==> src/rtl/wbs_multi_mem_ctrl.sv <==
// Wishbone slave fronting NUM_CH wide SRAM channels through a shared 32-bit-word staging buffer.
// Define WBS_MEM_ERR_EN to add wbs_err_o and error-terminate unmapped accesses.
module wbs_multi_mem_ctrl #(
  parameter int NUM_CH  = 4,
  parameter int DATA_W  = 64,
  parameter int ADDR_W  = 6,
  parameter int MEM_LAT = 1
) (
  input  logic                     wb_clk_i,
  input  logic                     wb_rst_i,
  input  logic                     wbs_cyc_i,
  input  logic                     wbs_stb_i,
  input  logic                     wbs_we_i,
  input  logic [3:0]               wbs_sel_i,
  input  logic [31:0]              wbs_adr_i,
  input  logic [31:0]              wbs_dat_i,
  output logic                     wbs_ack_o,
`ifdef WBS_MEM_ERR_EN
  output logic                     wbs_err_o,
`endif
  output logic [31:0]              wbs_dat_o,
  output logic                     wbs_mode,
  output logic                     wbs_debug,
  output logic [NUM_CH-1:0]        mem_csb,
  output logic [NUM_CH-1:0]        mem_web,
  output logic [ADDR_W-1:0]        mem_addr,
  output logic [DATA_W-1:0]        mem_wdata,
  input  logic [NUM_CH*DATA_W-1:0] mem_rdata
);
  localparam int WORDS = (DATA_W + 31) / 32;
  localparam int WI_W  = (WORDS > 1) ? $clog2(WORDS) : 1;
`ifdef WBS_MEM_ERR_EN
  localparam bit ERR_EN = 1'b1;
`else
  localparam bit ERR_EN = 1'b0;
`endif

  typedef enum logic [2:0] {IDLE, RD_ISSUE, RD_WAIT, RD_CAP, ACK} state_t;

  typedef struct packed {
    logic            ctrl;
    logic [1:0]      reg_i;
    logic            chan;
    logic [2:0]      ch;
    logic [WI_W-1:0] k;
  } dec_t;

  function automatic dec_t decode(input logic [31:0] a);
    dec_t d;
    logic [7:0] off;
    d       = '0;
    off     = a[31:24] - 8'h31;
    d.k     = a[WI_W-1:0];
    d.ch    = off[2:0];
    d.chan  = (off < 8'(NUM_CH)) && ({1'b0, d.k} < (WI_W+1)'(WORDS));
    d.reg_i = a[3:2];
    d.ctrl  = (a[31:24] == 8'h30) && (a[23:4] == 20'h0) && (a[1:0] == 2'b00) && (a[3:2] != 2'b11);
    return d;
  endfunction

  state_t                  state;
  logic [1:0]              wcnt;
  dec_t                    di, dq;
  logic [ADDR_W-1:0]       di_ent;
  logic [WORDS*32-1:0]     stg, stg_nx, rd_ent;
  logic [31:0]             cnt, rd_word, ctrl_word;
  logic [NUM_CH-1:0]       ch_oh;
  logic                    acc, unm, last;

  assign acc    = (state == IDLE) && wbs_cyc_i && wbs_stb_i;
  assign di     = decode(wbs_adr_i);
  assign di_ent = wbs_adr_i[WI_W+ADDR_W-1:WI_W];
  assign unm    = !di.ctrl && !di.chan;
  assign last   = di.chan && (di.k == WI_W'(WORDS - 1));
  assign ch_oh  = NUM_CH'(1) << di.ch;

  // Byte-merged staging image, also the data a committing write sends out.
  always_comb begin
    stg_nx = stg;
    if (di.chan)
      for (int b = 0; b < 4; b++)
        if (wbs_sel_i[b]) stg_nx[int'(di.k)*32 + 8*b +: 8] = wbs_dat_i[8*b +: 8];
  end

  always_comb begin
    rd_ent  = '0;
    rd_word = '0;
    if (dq.chan) begin
      rd_ent[DATA_W-1:0] = mem_rdata[int'(dq.ch)*DATA_W +: DATA_W];
      rd_word            = rd_ent[int'(dq.k)*32 +: 32];
    end
    case (dq.reg_i)
      2'd0:    ctrl_word = {31'b0, wbs_mode};
      2'd1:    ctrl_word = {31'b0, wbs_debug};
      default: ctrl_word = cnt;
    endcase
  end

  always_ff @(posedge wb_clk_i or posedge wb_rst_i) begin
    if (wb_rst_i) begin
      state     <= IDLE;
      wcnt      <= '0;
      dq        <= '0;
      stg       <= '0;
      cnt       <= '0;
      wbs_ack_o <= 1'b0;
`ifdef WBS_MEM_ERR_EN
      wbs_err_o <= 1'b0;
`endif
      wbs_dat_o <= '0;
      wbs_mode  <= 1'b0;
      wbs_debug <= 1'b0;
      mem_csb   <= '1;
      mem_web   <= '1;
      mem_addr  <= '0;
      mem_wdata <= '0;
    end else begin
      wbs_ack_o <= 1'b0;
`ifdef WBS_MEM_ERR_EN
      wbs_err_o <= 1'b0;
`endif
      mem_csb   <= '1;
      mem_web   <= '1;
      case (state)
        IDLE: if (acc) begin
          dq <= di;
          if (wbs_we_i || (ERR_EN && unm)) begin
            state <= ACK;
`ifdef WBS_MEM_ERR_EN
            wbs_err_o <= unm;
            wbs_ack_o <= !unm;
`else
            wbs_ack_o <= 1'b1;
`endif
            if (wbs_we_i && di.chan) begin
              stg <= stg_nx;
              // Last word of the entry: the ACK cycle doubles as the commit cycle.
              if (last) begin
                mem_csb   <= ~ch_oh;
                mem_web   <= ~ch_oh;
                mem_addr  <= di_ent;
                mem_wdata <= stg_nx[DATA_W-1:0];
                cnt       <= cnt + 32'd1;
              end
            end
            if (wbs_we_i && di.ctrl && wbs_sel_i[0]) begin
              if (di.reg_i == 2'd0) wbs_mode  <= wbs_dat_i[0];
              if (di.reg_i == 2'd1) wbs_debug <= wbs_dat_i[0];
            end
          end else begin
            state <= RD_ISSUE;
            if (di.chan) begin
              mem_csb  <= ~ch_oh;
              mem_addr <= di_ent;
            end
          end
        end
        RD_ISSUE: begin
          if (MEM_LAT == 1) state <= RD_CAP;
          else begin
            state <= RD_WAIT;
            wcnt  <= 2'(MEM_LAT - 2);
          end
        end
        RD_WAIT: begin
          wcnt <= wcnt - 2'd1;
          if (wcnt == 2'd0) state <= RD_CAP;
        end
        RD_CAP: begin
          wbs_dat_o <= dq.chan ? rd_word : (dq.ctrl ? ctrl_word : 32'h0);
          wbs_ack_o <= 1'b1;
          state     <= ACK;
        end
        ACK:     state <= IDLE;
        default: state <= IDLE;
      endcase
    end
  end
endmodule

==> config.mk <==
export PLATFORM = sky130hd
export DESIGN_NAME = wbs_multi_mem_ctrl
export DESIGN_NICKNAME = d
export VERILOG_FILES = /design/src/rtl/wbs_multi_mem_ctrl.sv
export SDC_FILE = /design/constraint.sdc
export NUM_CORES = 1
export LEC_CHECK = 0
export CORE_ASPECT_RATIO = 1.5
export CORE_MARGIN = 2
export CORE_UTILIZATION = 40
export CTS_CLUSTER_SIZE = 10
export DETAILED_ROUTE_END_ITERATION = 6
export PLACE_DENSITY = 0.87
export SLEW_MARGIN = 15
export SYNTH_ARGS = -nofsm -noshare
export SYNTH_HDL_FRONTEND = slang
export SYNTH_SLANG_ARGS = --single-unit
==> constraint.sdc <==
create_clock -name wb_clk_i -period 8.1 [get_ports wb_clk_i]
set_input_delay 2.025 -clock wb_clk_i [delete_from_list [all_inputs] [get_ports wb_clk_i]]
set_output_delay 2.025 -clock wb_clk_i [all_outputs]
set_load 0.005 [all_outputs]
==> results_dict.tcl <==
set metrics [dict create \
    status "completed" \
    drt_iter0_markers 500 \
    switchingPower_w 0.00116 \
    min_period_over_period_pct 66.9 \
    slew_headroom_pct 34.7 \
    hold_viol 0 \
    layout_commonest_cell "clkdlybuf4s50_1" \
    dp.cells 1830 \
    crit_path_start_kind "primary input" \
    ir_drop_v 0.000179 \
    nNetsFinal 1843 \
    reg2reg_depth 5 \
    die_area_um2 30100 \
    post_cts_buffers 0 \
    grt_max_degree 100 \
    switching_share_pct 31.5 \
    syn-num-nets 1428 \
    cts_sinks 222 \
    clock_path_buffers 3 \
    core_area_um2 28500 \
    dp_hpwl_um 30600 \
    power_frac_seq_pct 36.7 \
    pin_count 442 \
    power.density_nw_per_um2 217 \
    antenna_found_initial 11 \
    synth_cells 1092 \
    rrSetupSlack_ns 4.97 \
    cts_tree "yes" \
    cp.arrival_ns 5.82 \
    end_kind "register" \
    gp_congestion 0.867 \
    root_buffer "clkbuf_16" \
    fin_cells 1878 \
    wl_per_cell_um 21.4 \
    power_frac_clock_pct 28.5 \
    worst_slew_pin_slew_ns 0.980 \
    p_comb_share_pct 34.8 \
    initial_utilization_pct 40.3 \
    clk_pin_slew_worst_paths_ns 0.05 \
    syn_area_um2 11500 \
    dieHeight_um 212 \
    path_class "in2reg" \
    ys_types 44 \
    synth_enable_flop_cells 0 \
    ys_seq_area_share_pct 48.4 \
    internal_power_w 0.00252 \
    synth_flop_cell "dfrtp_1" \
    cts_resized 0 \
    synth.ff_latch_count 222 \
    final_cell_mix "441 x clkdlybuf4s50_1, 213 x dfrtp_1, 196 x nand2_1" \
    track_usage_pct 26.1 \
    firstDrtPassIters 5 \
    grt_pass1_wl_um 60500 \
    rsz0062_at_grt "false" \
    numPortBuffers 441 \
    synthArstFlopShare_pct 100 \
    syn_to_final_growth_pct 47.7 \
    wl_um 40100 \
    hold_depth 2 \
    fin_tns_setup_ns 0 \
    viasPerCell 5.35 \
    grt.overflow.total 0 \
    leakage_nw 7.36 \
    cts_made_buffers 26 \
    min_period_ns 5.42 \
    multi_input_area_um2 5650 \
    critical_path_required_ns 8.50 \
    finalSetupViolations 0 \
    regArea_um2 5570 \
    clock_skew_ns 0.0129 \
    drv_slew 0 \
    die-width_um 142 \
    fmax_ghz 0.185 \
    worstHoldPathType "reg2reg" \
    avgSynthCellArea_um2 10.5 \
    h-tree-depth 1 \
    vias 10100 \
    hold_buffers 0 \
    path_max_fanout 28 \
    drive_gt1_share_pct 15.8 \
    maxCapViolations 0 \
    drc_errors 0 \
    core.rowCount 76 \
    insertion_delay_ns 0.53 \
    fill_cells 2299 \
    ys_warn_count 0 \
    antenna_left 0 \
    grt_pass1_vias 10500 \
]
-- synth_stat cells (2+ instances only) --
master / number / area [µm²]
o22ai_1: 63 / 394
inv_1: 9 / 33.8
xor2_1: 12 / 105
nor2b_1: 5 / 31.3
nand3b_1: 2 / 15.0
a211oi_1: 2 / 15.0
mux2i_1: 33 / 330
mux2_1: 24 / 270
nor2_1: 52 / 195
a21oi_1: 2 / 10.0
and2_1: 3 / 18.8
xnor2_1: 22 / 193
nor4bb_1: 3 / 30.0
dfstp_2: 8 / 210
dfrtp_1: 214 / 5360
a31oi_1: 3 / 18.8
nand2b_1: 7 / 43.8
o21ai_0: 70 / 350
nand4_1: 17 / 106
and3_1: 7 / 43.8
nand4bb_1: 2 / 22.5
nand3_4: 4 / 70.1
and4_1: 4 / 35.0
nor4_1: 8 / 50.1
a22oi_1: 31 / 233
clkbuf_1: 56 / 210
buf_1: 9 / 33.8
nor3_1: 4 / 20.0
mux2_4: 6 / 90.1
nand3_1: 24 / 120
nand2_1: 196 / 736
ha_1: 7 / 87.6
mux2_2: 169 / 1900
buf_2: 4 / 20.0
-- cells by family (layout without fill, tap and decap cells) --
family	after synthesis	after routing	share of synthesized area (%)
fa+ha+maj	7	7	0.762
mux	232	232	22.6
compound gates	177	177	9.32
other cells	0	8	0
xor+xnor	34	34	2.59
simple gates	342	342	13.8
flops	222	222	48.4
buf+inv	78	505	2.59
-- power by group through the flow --
stage	combinational, W	sequential, W	clock, W
CTS	0.00129	0.00135	0.00107
finish	0.00128	0.00135	0.00105
global route	0.00139	0.00137	0.00111
floorplan	0.000757	0.00131	0
global placement	0.00125	0.00136	0
detailed placement	0.00128	0.00137	0
-- state kept, by name, indices dropped and copies added, names as in the netlist, 2 cells and up --
signal	count
wbs_dat_o	32
cnt	32
mem_web	4
stg	64
mem_wdata	64
dq	8
wcnt	2
state	3
mem_csb	4
mem_addr	6
-- worst max-delay path, stage by stage --
cell and delay, ns:
clkdlybuf4s50_1 0.57, inv_1 0.12, ha_1 0.27, xnor2_1 0.64, nor4bb_1 0.45, and4_2 0.72, buf_4 0.35, nand2_1 0.26
mux2_2 0.38
-- final timing paths --
path / endpoint / start
max reg2reg: mem_addr[5] / state[2]
max in group asynchronous: dq[2] / wb_rst_i
max: stg[60] / wbs_adr_i[24]
min in group asynchronous: mem_wdata[58] / wb_rst_i
min: mem_wdata[19] / stg[19]
min reg2reg: mem_wdata[19] / stg[19]
-- per-layer routing --
metal | part of all wire, % | up-vias | global-route usage [%]
li1 | - | 4715 | -
met5 | 0.12 | - | 0
met3 | 10 | 77 | 9.21
met1 | 37 | 4844 | 29.5
met4 | 2.9 | 8 | 9.32
met2 | 50 | 411 | 45.4
-- stage by stage --
step / hold WS (ns) / setup slack [ns] / utilization, % / area (µm²) / power [W]
floorplan: 0.433 / 0.0105 / - / 11500 / 0.00207
detailed placement: 0.452 / 2.25 / 56.9 / 16200 / 0.00265
CTS: 0.461 / 2.78 / 59.4 / 17000 / 0.00370
global placement: 0.442 / 2.41 / 56.9 / 16200 / 0.00261
finish: 0.463 / 2.68 / 59.5 / 17000 / 0.00368
global route: 0.482 / 2.33 / 59.5 / 17000 / 0.00387
-- layout make-up --
| class | instances | area share, % |
|---|---|---|
| Multi-Input combinational cell | 792 | 33.3 |
| Sequential cell | 222 | 32.8 |
| Timing Repair Buffer | 456 | 26.7 |
| Clock buffer | 39 | 4.25 |
| Tap cell | 351 | 2.59 |
| Inverter | 9 | 0.243 |
| Antenna cell | 8 | 0.118 |
| Clock inverter | 1 | 0.0516 |
(Power assumes the default switching activity.)
